--- config.mk ---
export PLATFORM = sky130hd
export DESIGN_NAME = demux_8_reg_flat
export DESIGN_NICKNAME = d
export VERILOG_FILES = /design/src/rtl/demux_8_reg_if.sv /design/src/rtl/demux_8_reg.sv /design/src/flat_wrapper.sv
export SDC_FILE = /design/constraint.sdc
export NUM_CORES = 1
export LEC_CHECK = 0
export BUFFER_PORTS_ARGS = -buffer_cell sky130_fd_sc_hd__buf_2
export CORE_AREA = 5 5 77 51
export DETAILED_ROUTE_END_ITERATION = 7
export DIE_AREA = 0 0 82 56
export PLACE_DENSITY = 0.8
export SYNTH_ARGS = -nofsm -noshare
export SYNTH_HDL_FRONTEND = slang
export SYNTH_SLANG_ARGS = --single-unit
--- constraint.sdc ---
create_clock -name clk -period 2.6 [get_ports clk]
set_clock_uncertainty 0.15 [all_clocks]
set_input_delay 0.26 -clock clk [delete_from_list [all_inputs] [get_ports clk]]
set_output_delay 0.26 -clock clk [all_outputs]
set_load 0.05 [all_outputs]
--- src/rtl/demux_8_reg_if.sv ---
// -----------------------------------------------------------------------------
// demux_8_reg_if
//   Bus bundle for the registered 1-to-8 demultiplexer.
//
//   Producer side (master drives, slave receives):
//     E     [INPUT_BITS-1:0] data word to distribute
//     S     [2:0]            manual channel select (used when auto = 0)
//     load                   write strobe
//     auto                   1: target = internal pointer, 0: target = S
//     clr                    synchronous clear of valid flags and pointer
//
//   Consumer side (slave drives, master receives):
//     F0..F7 [INPUT_BITS-1:0] holding registers for channels 0..7
//     V     [7:0]             per-channel valid flags (bit i <-> Fi)
//     ptr   [2:0]             auto-mode pointer
//     full                    all eight channels valid
//     done                    one-cycle pulse after the channel set completes
// -----------------------------------------------------------------------------
interface demux_8_reg_if #(
    parameter int INPUT_BITS = 2
);
    logic [INPUT_BITS-1:0] E;
    logic [2:0]            S;
    logic                  load;
    logic                  auto;
    logic                  clr;

    logic [INPUT_BITS-1:0] F0;
    logic [INPUT_BITS-1:0] F1;
    logic [INPUT_BITS-1:0] F2;
    logic [INPUT_BITS-1:0] F3;
    logic [INPUT_BITS-1:0] F4;
    logic [INPUT_BITS-1:0] F5;
    logic [INPUT_BITS-1:0] F6;
    logic [INPUT_BITS-1:0] F7;
    logic [7:0]            V;
    logic [2:0]            ptr;
    logic                  full;
    logic                  done;

    // Producer / environment view.
    modport master (
        output E, S, load, auto, clr,
        input  F0, F1, F2, F3, F4, F5, F6, F7, V, ptr, full, done
    );

    // Demultiplexer view.
    modport slave (
        input  E, S, load, auto, clr,
        output F0, F1, F2, F3, F4, F5, F6, F7, V, ptr, full, done
    );
endinterface : demux_8_reg_if

--- src/rtl/demux_8_reg.sv ---
// -----------------------------------------------------------------------------
// demux_8_reg
//   Registered 1-to-8 demultiplexer. An input word is written into one of
//   eight holding registers, addressed either by the explicit select S or by an
//   internal auto-incrementing pointer. Per-channel valid flags track which
//   channels hold fresh data; once all eight are valid the block locks out
//   further writes until clr, and pulses done for one cycle.
//
//   Ports:
//     clk   rising-edge system clock
//     rst   asynchronous, active-high reset
//     bus   demux_8_reg_if.slave (E, S, load, auto, clr in;
//                                 F0..F7, V, ptr, full, done out)
//
//   Timing: written data appears on Fi the cycle after the accepting edge.
// -----------------------------------------------------------------------------
module demux_8_reg #(
    parameter int INPUT_BITS = 2
) (
    input  logic              clk,
    input  logic              rst,
    demux_8_reg_if.slave      bus
);

    // -------------------------------------------------------------------------
    // Types and state
    // -------------------------------------------------------------------------
    typedef enum logic [1:0] {
        ST_EMPTY   = 2'd0,   // V == 0
        ST_FILLING = 2'd1,   // some, not all, channels valid
        ST_FULL    = 2'd2    // V == 8'hFF, writes locked out until clr
    } state_e;

    typedef logic [INPUT_BITS-1:0] word_t;

    localparam logic [7:0] ALL_VALID = 8'hFF;

    state_e     state_q, state_d;
    word_t      f_q [8];
    logic [7:0] v_q, v_d;
    logic [2:0] ptr_q, ptr_d;
    logic       done_q, done_d;

    logic [2:0] target;     // channel addressed by the current cycle
    logic       accept;     // a write is taken on the coming edge
    logic [7:0] wr_sel;     // one-hot write enable for the holding registers

    // In auto mode the pointer addresses the channel and S is don't-care.
    assign target = bus.auto ? ptr_q : bus.S;

    // -------------------------------------------------------------------------
    // FSM process 1: state register
    // -------------------------------------------------------------------------
    // NOTE: clocked blocks use non-blocking (<=) so every register samples the
    // pre-edge values of its neighbours; blocking here would create ordering
    // dependent simulation races.
    always_ff @(posedge clk or posedge rst) begin
        if (rst) begin
            state_q <= ST_EMPTY;
        end else begin
            state_q <= state_d;
        end
    end

    // -------------------------------------------------------------------------
    // FSM process 2: next-state logic
    // -------------------------------------------------------------------------
    // NOTE: every combinational output gets a default at the top of the block
    // so no path leaves it unassigned; otherwise synthesis infers a latch.
    always_comb begin
        state_d = state_q;
        if (bus.clr) begin
            // clr wins over any simultaneous load, from every state.
            state_d = ST_EMPTY;
        end else begin
            unique case (state_q)
                ST_EMPTY: begin
                    // A single write sets exactly one bit, so FULL is never
                    // reachable directly from EMPTY.
                    if (accept) begin
                        state_d = ST_FILLING;
                    end
                end
                ST_FILLING: begin
                    if (accept && (v_d == ALL_VALID)) begin
                        state_d = ST_FULL;
                    end
                end
                ST_FULL: begin
                    state_d = ST_FULL;
                end
                default: begin
                    state_d = ST_EMPTY;
                end
            endcase
        end
    end

    // -------------------------------------------------------------------------
    // FSM process 3: output / datapath decode
    // -------------------------------------------------------------------------
    always_comb begin
        accept = 1'b0;
        wr_sel = 8'h00;
        v_d    = v_q;
        ptr_d  = ptr_q;
        done_d = 1'b0;

        unique case (state_q)
            ST_EMPTY,
            ST_FILLING: accept = bus.load & ~bus.clr;
            default:    accept = 1'b0;   // FULL ignores load
        endcase

        if (bus.clr) begin
            // F contents are intentionally kept; only bookkeeping is cleared.
            v_d   = 8'h00;
            ptr_d = 3'd0;
        end else if (accept) begin
            wr_sel = 8'h01 << target;
            // Overwriting an already valid channel leaves its bit at 1.
            v_d    = v_q | wr_sel;
            if (bus.auto) begin
                // 3-bit add wraps 7 -> 0 naturally.
                ptr_d = ptr_q + 3'd1;
            end
            // Only an accepted write can complete the set, and writes are
            // refused once FULL, so done cannot re-fire while held FULL.
            done_d = (v_d == ALL_VALID);
        end
    end

    // -------------------------------------------------------------------------
    // Bookkeeping registers
    // -------------------------------------------------------------------------
    always_ff @(posedge clk or posedge rst) begin
        if (rst) begin
            v_q    <= 8'h00;
            ptr_q  <= 3'd0;
            done_q <= 1'b0;
        end else begin
            v_q    <= v_d;
            ptr_q  <= ptr_d;
            done_q <= done_d;
        end
    end

    // -------------------------------------------------------------------------
    // Holding registers
    // -------------------------------------------------------------------------
    // NOTE: this small register array is reset on purpose because consumers
    // see all eight words in parallel and must read zeros after reset; larger
    // storage would normally be left unreset so it can map onto RAM.
    always_ff @(posedge clk or posedge rst) begin
        if (rst) begin
            for (int i = 0; i < 8; i++) begin
                f_q[i] <= '0;
            end
        end else begin
            for (int i = 0; i < 8; i++) begin
                if (wr_sel[i]) begin
                    f_q[i] <= bus.E;
                end
            end
        end
    end

    // -------------------------------------------------------------------------
    // Outputs
    // -------------------------------------------------------------------------
    assign bus.F0   = f_q[0];
    assign bus.F1   = f_q[1];
    assign bus.F2   = f_q[2];
    assign bus.F3   = f_q[3];
    assign bus.F4   = f_q[4];
    assign bus.F5   = f_q[5];
    assign bus.F6   = f_q[6];
    assign bus.F7   = f_q[7];
    assign bus.V    = v_q;
    assign bus.ptr  = ptr_q;
    assign bus.full = (v_q == ALL_VALID);
    assign bus.done = done_q;

endmodule : demux_8_reg

--- src/flat_wrapper.sv ---
// flat-port wrapper written by rule: the top's interface ports become plain ports
module demux_8_reg_flat 
#(
    parameter int INPUT_BITS = 2
)
  (clk, rst, bus_E, bus_S, bus_load, bus_auto, bus_clr, bus_F0, bus_F1, bus_F2, bus_F3, bus_F4, bus_F5, bus_F6, bus_F7, bus_V, bus_ptr, bus_full, bus_done);
  demux_8_reg_if #(.INPUT_BITS(INPUT_BITS)) bus_i ();
  input  logic clk;
  input  logic rst;
  input wire logic [$bits(bus_i.E)-1:0] bus_E;
  input wire logic [$bits(bus_i.S)-1:0] bus_S;
  input wire logic [$bits(bus_i.load)-1:0] bus_load;
  input wire logic [$bits(bus_i.auto)-1:0] bus_auto;
  input wire logic [$bits(bus_i.clr)-1:0] bus_clr;
  output wire logic [$bits(bus_i.F0)-1:0] bus_F0;
  output wire logic [$bits(bus_i.F1)-1:0] bus_F1;
  output wire logic [$bits(bus_i.F2)-1:0] bus_F2;
  output wire logic [$bits(bus_i.F3)-1:0] bus_F3;
  output wire logic [$bits(bus_i.F4)-1:0] bus_F4;
  output wire logic [$bits(bus_i.F5)-1:0] bus_F5;
  output wire logic [$bits(bus_i.F6)-1:0] bus_F6;
  output wire logic [$bits(bus_i.F7)-1:0] bus_F7;
  output wire logic [$bits(bus_i.V)-1:0] bus_V;
  output wire logic [$bits(bus_i.ptr)-1:0] bus_ptr;
  output wire logic [$bits(bus_i.full)-1:0] bus_full;
  output wire logic [$bits(bus_i.done)-1:0] bus_done;
  assign bus_i.E = bus_E;
  assign bus_i.S = bus_S;
  assign bus_i.load = bus_load;
  assign bus_i.auto = bus_auto;
  assign bus_i.clr = bus_clr;
  assign bus_F0 = bus_i.F0;
  assign bus_F1 = bus_i.F1;
  assign bus_F2 = bus_i.F2;
  assign bus_F3 = bus_i.F3;
  assign bus_F4 = bus_i.F4;
  assign bus_F5 = bus_i.F5;
  assign bus_F6 = bus_i.F6;
  assign bus_F7 = bus_i.F7;
  assign bus_V = bus_i.V;
  assign bus_ptr = bus_i.ptr;
  assign bus_full = bus_i.full;
  assign bus_done = bus_i.done;
  demux_8_reg #(.INPUT_BITS(INPUT_BITS)) u_core (.clk(clk), .rst(rst), .bus(bus_i));
endmodule
==> results of run 1 <==
## layout make-up
type | count | share of cell area
inverters | 8 | 0.0164
clock buffers | 6 | 0.0452
repair buffers | 41 | 0.118
flip-flops and latches | 30 | 0.411
multi-input cells | 96 | 0.379
well taps | 45 | 0.0308
## cells by family (layout without fill, tap and decap cells)
kind of cell / after synthesis / in the layout
AND/OR/NAND/NOR: 49 / 49
AO/OA/AOI/OAI: 24 / 24
multiplexers: 19 / 19
adder cells (fa/ha/maj): 3 / 3
buffers and inverters: 12 / 55
flip-flops: 30 / 30
XOR/XNOR: 1 / 1
## synth_stat cells, drive strengths merged (3+ instances only)
cell   instances  area (um2)
nor3           3        15.0
mux2          17         191
nand4          3        18.8
o21ai          6        30.0
ha             3        37.5
nor2b          3        18.8
nor2          12        45.0
inv            8        30.0
dfrtp         30         751
nand2          9        33.8
a21o           3        22.5
nand3          7        35.0
## power groups by stage
stage                     logic (uW)  clock network, uW  registers, uW
final                            858                367            674
after CTS                        866                380            675
after detailed placement         864                  0            680
after global routing             910                396            697
after global placement           845                  0            669
after floorplan                  247                  0           1090
## cell usage in the layout, fill, tap and decap left out, types with 6 or more instances in the layout
| master | netlist | routed |
|---|---|---|
| inv_1 | 8 | 8 |
| nand2_1 | 9 | 9 |
| o21ai_0 | 6 | 6 |
| nand3_1 | 7 | 7 |
| nor2_1 | 12 | 12 |
| dfrtp_1 | 30 | 30 |
| mux2_2 | 17 | 17 |
| buf_2 | 2 | 38 |
| clkbuf_8 | 0 | 6 |
## flip-flops by register name, summed over array words and instances (netlist names)
signal	count
u_core.bus.F0	2
u_core.bus.ptr	3
u_core.bus.F4	2
u_core.bus.F7	2
u_core.bus.F5	2
u_core.bus.F1	2
u_core.bus.done	1
u_core.bus.F3	2
u_core.bus.F2	2
u_core.bus.V	8
u_core.bus.F6	2
u_core.state_q	2
## per-layer routing
layer / up-vias / track usage / share of wire
met5: - / 0 / 0
met1: 592 / 0.248 / 0.44
met3: 2 / 0.0485 / 0.091
met4: 0 / 0.0640 / 0.0052
li1: 577 / - / -
met2: 60 / 0.252 / 0.46
## stage by stage
step,cells,utilization
3_5_place_dp,219,0.556
4_1_cts,226,0.585
5_1_grt,226,0.585
2_1_floorplan,138,-
6_report,226,0.585
3_3_place_gp,219,0.556
## path summary, 6_finish.rpt
check	cells past startpoint	slack [ps]	end	start
worst max-delay path	8	180	u_core.state_q[1]$_DFFE_PP0P_	u_core.state_q[1]$_DFFE_PP0P_
worst min-delay path	2	110	u_core.bus.ptr[2]$_DFFE_PP0P_	bus_clr
worst max register to register	8	180	u_core.state_q[1]$_DFFE_PP0P_	u_core.state_q[1]$_DFFE_PP0P_
worst min register to register	1	350	u_core.bus.F0[0]$_DFFE_PP0P_	u_core.bus.F0[0]$_DFFE_PP0P_
max in group asynchronous	4	1570	u_core.bus.F6[0]$_DFFE_PP0P_	rst
min in group asynchronous	4	450	u_core.bus.V[0]$_DFF_PP0_	rst
## repair_timing
action	CTS	global route
endpoints found under the setup margin	0	0
hold buffers	1	0
hold endpoints to repair	30	0
gates resized for setup	0	0
==> impl_metrics.toml, run 1 <==
[run_status]
outcome = "completed"

[die]
die_y_um = 56
boundaryPins = 39
core_um2 = 3120
start_util = 0.478
die_w_um = 82
die-area_um2 = 4590
rows = 16

[synth]
ys_warn_count = 0
synth.distinct_cells = 37
syn_inst = 138
async_flop_share = 1.00
synthAdderAreaFrac = 0.0252
synth_edf_count = 0
avgSynthCellArea_um2 = 10.8
synthXorXnorAreaFrac = 0.00587
synth_seq_cells = 30
synth-compound-area-share = 0.122
synth-simple-area-share = 0.169
synth_top_family_by_area = "simple AND/OR/NAND/NOR gates"
synth_area_um2 = 1490
yosysSeqAreaShare = 0.503
synth.net_count = 151
muxShareOfSynthArea = 0.142
synth-main-ff-cell = "dfrtp_1"

[worst_setup_path]
critical_path_class = "reg2reg"
crit_slowest_cell = "or4_1"
path_cells = "inv_1 -> ha_1 -> nor2_1 -> or4_1 -> a21boi_2 -> o211ai_2 -> a221oi_2 -> mux2i_1"
end_kind = "flip-flop"
crit_arrival_ps = 2470
cp.required_ps = 2650
slowest_delay_ps = 540
cp_num_buf_inv = 1
path_max_fanout = 6
cp_top_family = "simple AND/OR/NAND/NOR gates"
cp-start-kind = "flip-flop"

[power_and_ir_drop]
combPwrFrac = 0.452
p_seq_frac = 0.355
ir_worst_vdd_uv = 734
leakage_uw = 0.000931
internal-power_uw = 1040
p_total_uw = 1900
p_sw_frac = 0.454
netSwitchingPower_uw = 863
p_per_area_nw_per_um2 = 1040
p_clk_frac = 0.193

[timing]
period_needed_ps = 2420
max_freq_mhz = 414
setup_slack_ps = 182
fin_crit_sh = 0.930
hold_violations = 0
slew_violations = 0
worstMarginPinSlew_ps = 410
max-slew-margin-rel = 0.719
rsz0062_at_grt = "false"
setup_viol = 0
whs_ps = 110
final.setup.tns_ps = 0

[finish]
syn2layout_area_growth_pct = 22.6
fillCellCount = 285
final-seq-area_um2 = 751
multiInputGateArea_um2 = 693
n_antenna_cell = 0
design_area_um2 = 1830
drive_gt1_frac = 0.376
final_nets = 195

[clock_tree]
clk_pin_slew_ps = 60
cts_setup_buffers = 0
cts_buffers = 5
cts_max_level = 2
clock_sinks = 30
insertion_delay_ps = 280
cts_root_buffer = "clkbuf_8"
cts_buffer_depth = 2
cts_tree = "yes"

[placed_design]
dp_hpwl_um = 2760
pre_cts_ws_ps = 202
place_area_um2 = 1740
io_buffers = 38
place_congestion = 0.932

[route]
wl_um = 3640
drt-initial-drc-count = 85
ant_nets = 0
drc = 0
vias = 1231
drt_pass1_iterations = 5
detail_route.vias_per_cell = 5.45
wl_per_cell_um = 16.1

[global_route]
grt_max_degree = 31
grt_pass1_vias = 1205
grt_usage = 0.175
grt-ovfl-total = 0
grt_pass1_wl_um = 6080
antenna_found_initial = 0

[worst_hold_path]
min-delay-path-class = "in2reg"

[run]
drv_cap = 0
(Power assumes the default switching activity.)
==> run 2, diff against run 1 <==
Settings changed: ABC_AREA set to 1, CORE_AREA 5 5 77 51 to 2 2 75 48, DIE_AREA 0 0 82 56 to 0 0 77 50.
==> run 2 against run 1 <==
  * Via count grew 4.5%
  * Combinational power is 5.7% higher
  * Design area rose by 1.6%
  * Synthesized cell count is 32% higher
  * Die area is 16% lower
  * Setup slack improved by 550 ps
  * Sequential share of layout area down 0.64 points
  * Sequential cell count unchanged
  * Register-to-register slack improved by 550 ps
  * Critical path type unchanged
  * Critical endpoint unchanged
  * Largest power group unchanged
==> impl_metrics.toml, run 2 <==
[route]
wl_um = 3340
drc = 0
detail_route.vias_per_cell = 4.73
ant_nets = 0
drt_pass1_iterations = 4
vias = 1286
wl_per_cell_um = 12.3
drt-initial-drc-count = 142

[worst_setup_path]
cp-start-kind = "flip-flop"
end_kind = "flip-flop"
cp.required_ps = 2630
r2r_slack_ps = 730
cp-startpoint = "u_core.state_q[0]$_DFFE_PP0P_"
regToRegStartpoint = "u_core.state_q[0]$_DFFE_PP0P_"
path_max_fanout = 7
critical_path_class = "reg2reg"
r2r_cells = 15
crit_arrival_ps = 1900

[power_and_ir_drop]
p_per_area_nw_per_um2 = 1050
ir_worst_vdd_uv = 671
p_total_uw = 1950
leakage_uw = 0.00105

[die]
die_w_um = 77
die_y_um = 50
start_util = 0.483
core_um2 = 3160
die-area_um2 = 3850
boundaryPins = 39
rows = 16

[clock_tree]
cts_resized = 0
clock_sinks = 30
cts_tree = "yes"
clk_pin_slew_ps = 60
cts_setup_buffers = 0
cts_root_buffer = "clkbuf_8"
cts_buffer_depth = 2
hold_buffers = 1
insertion_delay_ps = 280
cts_buffers = 5
cts_max_level = 2

[synth]
muxShareOfSynthArea = 0
yosys-top-cells-area = "dfrtp_1 49%, nand2_1 13%, o21ai_0 7.9%, inv_1 6.1%, nand2_4 4.4%"
synthXorXnorAreaFrac = 0
synth_edf_count = 0
synth.net_count = 195
synth_seq_cells = 30
synth-compound-area-share = 0.0933
syn_inst = 182
async_flop_share = 1.00
synth_top_family_by_area = "simple AND/OR/NAND/NOR gates"
ys_warn_count = 0
synth.distinct_cells = 19
synth_area_um2 = 1530
synth_top_cells_by_count = "52 x nand2_1, 30 x dfrtp_1, 25 x inv_1"
synth_top_area_frac = 0.491
synthAdderAreaFrac = 0.0245
synth_top_cell_by_area = "dfrtp_1"
avgSynthCellArea_um2 = 8.40
yosysSeqAreaShare = 0.491
synth-main-ff-cell = "dfrtp_1"
synth_most_common_cell = "nand2_1"
synth-simple-area-share = 0.314

[run]
drv_cap = 0

[global_route]
grt_usage = 0.196
grt-ovfl-total = 0
grt_pass1_vias = 1160
grt_pass1_wl_um = 5670
grt_max_degree = 31
antenna_found_initial = 0

[timing]
final.setup.tns_ps = 0
rsz0062_at_grt = "false"
max_freq_mhz = 535
whs_ps = 95.4
setup_viol = 0
fin_crit_sh = 0.719
hold_violations = 0
period_needed_ps = 1870
worstMarginPinSlew_ps = 380
slew_violations = 0
max-slew-margin-rel = 0.747

[finish]
n_antenna_cell = 0
syn2layout_area_growth_pct = 21.4
largest_reg_flops = 8
final_cell_mix = "52 x nand2_1, 38 x buf_2, 30 x dfrtp_1"
multiInputGateArea_um2 = 661
layout_commonest_cell = "nand2_1"
final_nets = 240
fillCellCount = 311
drive_gt1_frac = 0.295
final-seq-area_um2 = 751
design_area_um2 = 1860

[worst_hold_path]
worstHoldPathCells = 3
min_from = "bus_load"
min-delay-path-class = "in2reg"

[placed_design]
place_area_um2 = 1770
dp_hpwl_um = 2520
io_buffers = 38
place_congestion = 0.879

[run_status]
outcome = "completed"
[run 2: changes by cell type after synthesis, moves of 3 or more]
cell	delta
nand2_1	+43
o21ai_0	+18
inv_1	+17
mux2_2	-17
nand2_2	+7
nand2_4	+6
nand3_1	+6
nor2_1	-4
a21o_1	-3
nor2_4	+3
nor2b_1	-3
nor3_1	-3
[run 2: final timing paths]
check | to
worst max-delay path | u_core.state_q[1]$_DFFE_PP0P_
worst min-delay path | u_core.state_q[0]$_DFFE_PP0P_
worst max register to register | u_core.state_q[1]$_DFFE_PP0P_
worst min register to register | u_core.bus.F1[1]$_DFFE_PP0P_
max in group asynchronous | u_core.bus.F4[1]$_DFFE_PP0P_
min in group asynchronous | u_core.bus.F6[0]$_DFFE_PP0P_
[run 2: where the power goes]
group | leakage [uW] | internal (uW) | switching, uW
combinational | 0.000613 | 201 | 706
clock | 0.0000438 | 179 | 175
sequential | 0.000397 | 609 | 84.0
[run 2: cell families (layout without fill, tap and decap cells)]
| family | count (synthesis) | after routing |
|---|---|---|
| compound gates | 27 | 27 |
| simple gates | 94 | 94 |
| buf+inv | 28 | 73 |
| flops | 30 | 30 |
| fa+ha+maj | 3 | 3 |
[run 2: area by class of cell]
cell class | instances | area share
multi-input combinational | 124 | 0.356
clock inverter | 2 | 0.00539
inverter | 26 | 0.0553
clock buffer | 5 | 0.0371
sequential | 30 | 0.404
timing repair buffer | 40 | 0.112
tap | 45 | 0.0303
[run 2: per-layer routing]
metal,global-route usage,vias to the layer above,part of all wire
met1,0.320,578,0.55
met2,0.235,43,0.37
met3,0.0531,5,0.068
met4,0.0714,0,0.012
met5,0,-,0
li1,-,660,-
[run 2: critical path, cell delays in order (launching register included)]
cell and delay (ps):
dfrtp_1 400, inv_1 60, ha_1 130, inv_1 50, nand2_1 70, nand2_2 100
inv_1 200, nand2_1 100, nand2_2 70, nand2_1 50, nor2_2 70, nand2_1 80
nand2_2 90, nand2_2 50, nand2_1 50, nand2_1 40
[run 2: metrics by stage]
step | util | worst slack, ps | instances
after floorplan | - | 734 | 182
after global placement | 0.559 | 818 | 264
after detailed placement | 0.559 | 742 | 264
after CTS | 0.587 | 721 | 272
after global routing | 0.587 | 537 | 272
final | 0.587 | 732 | 272
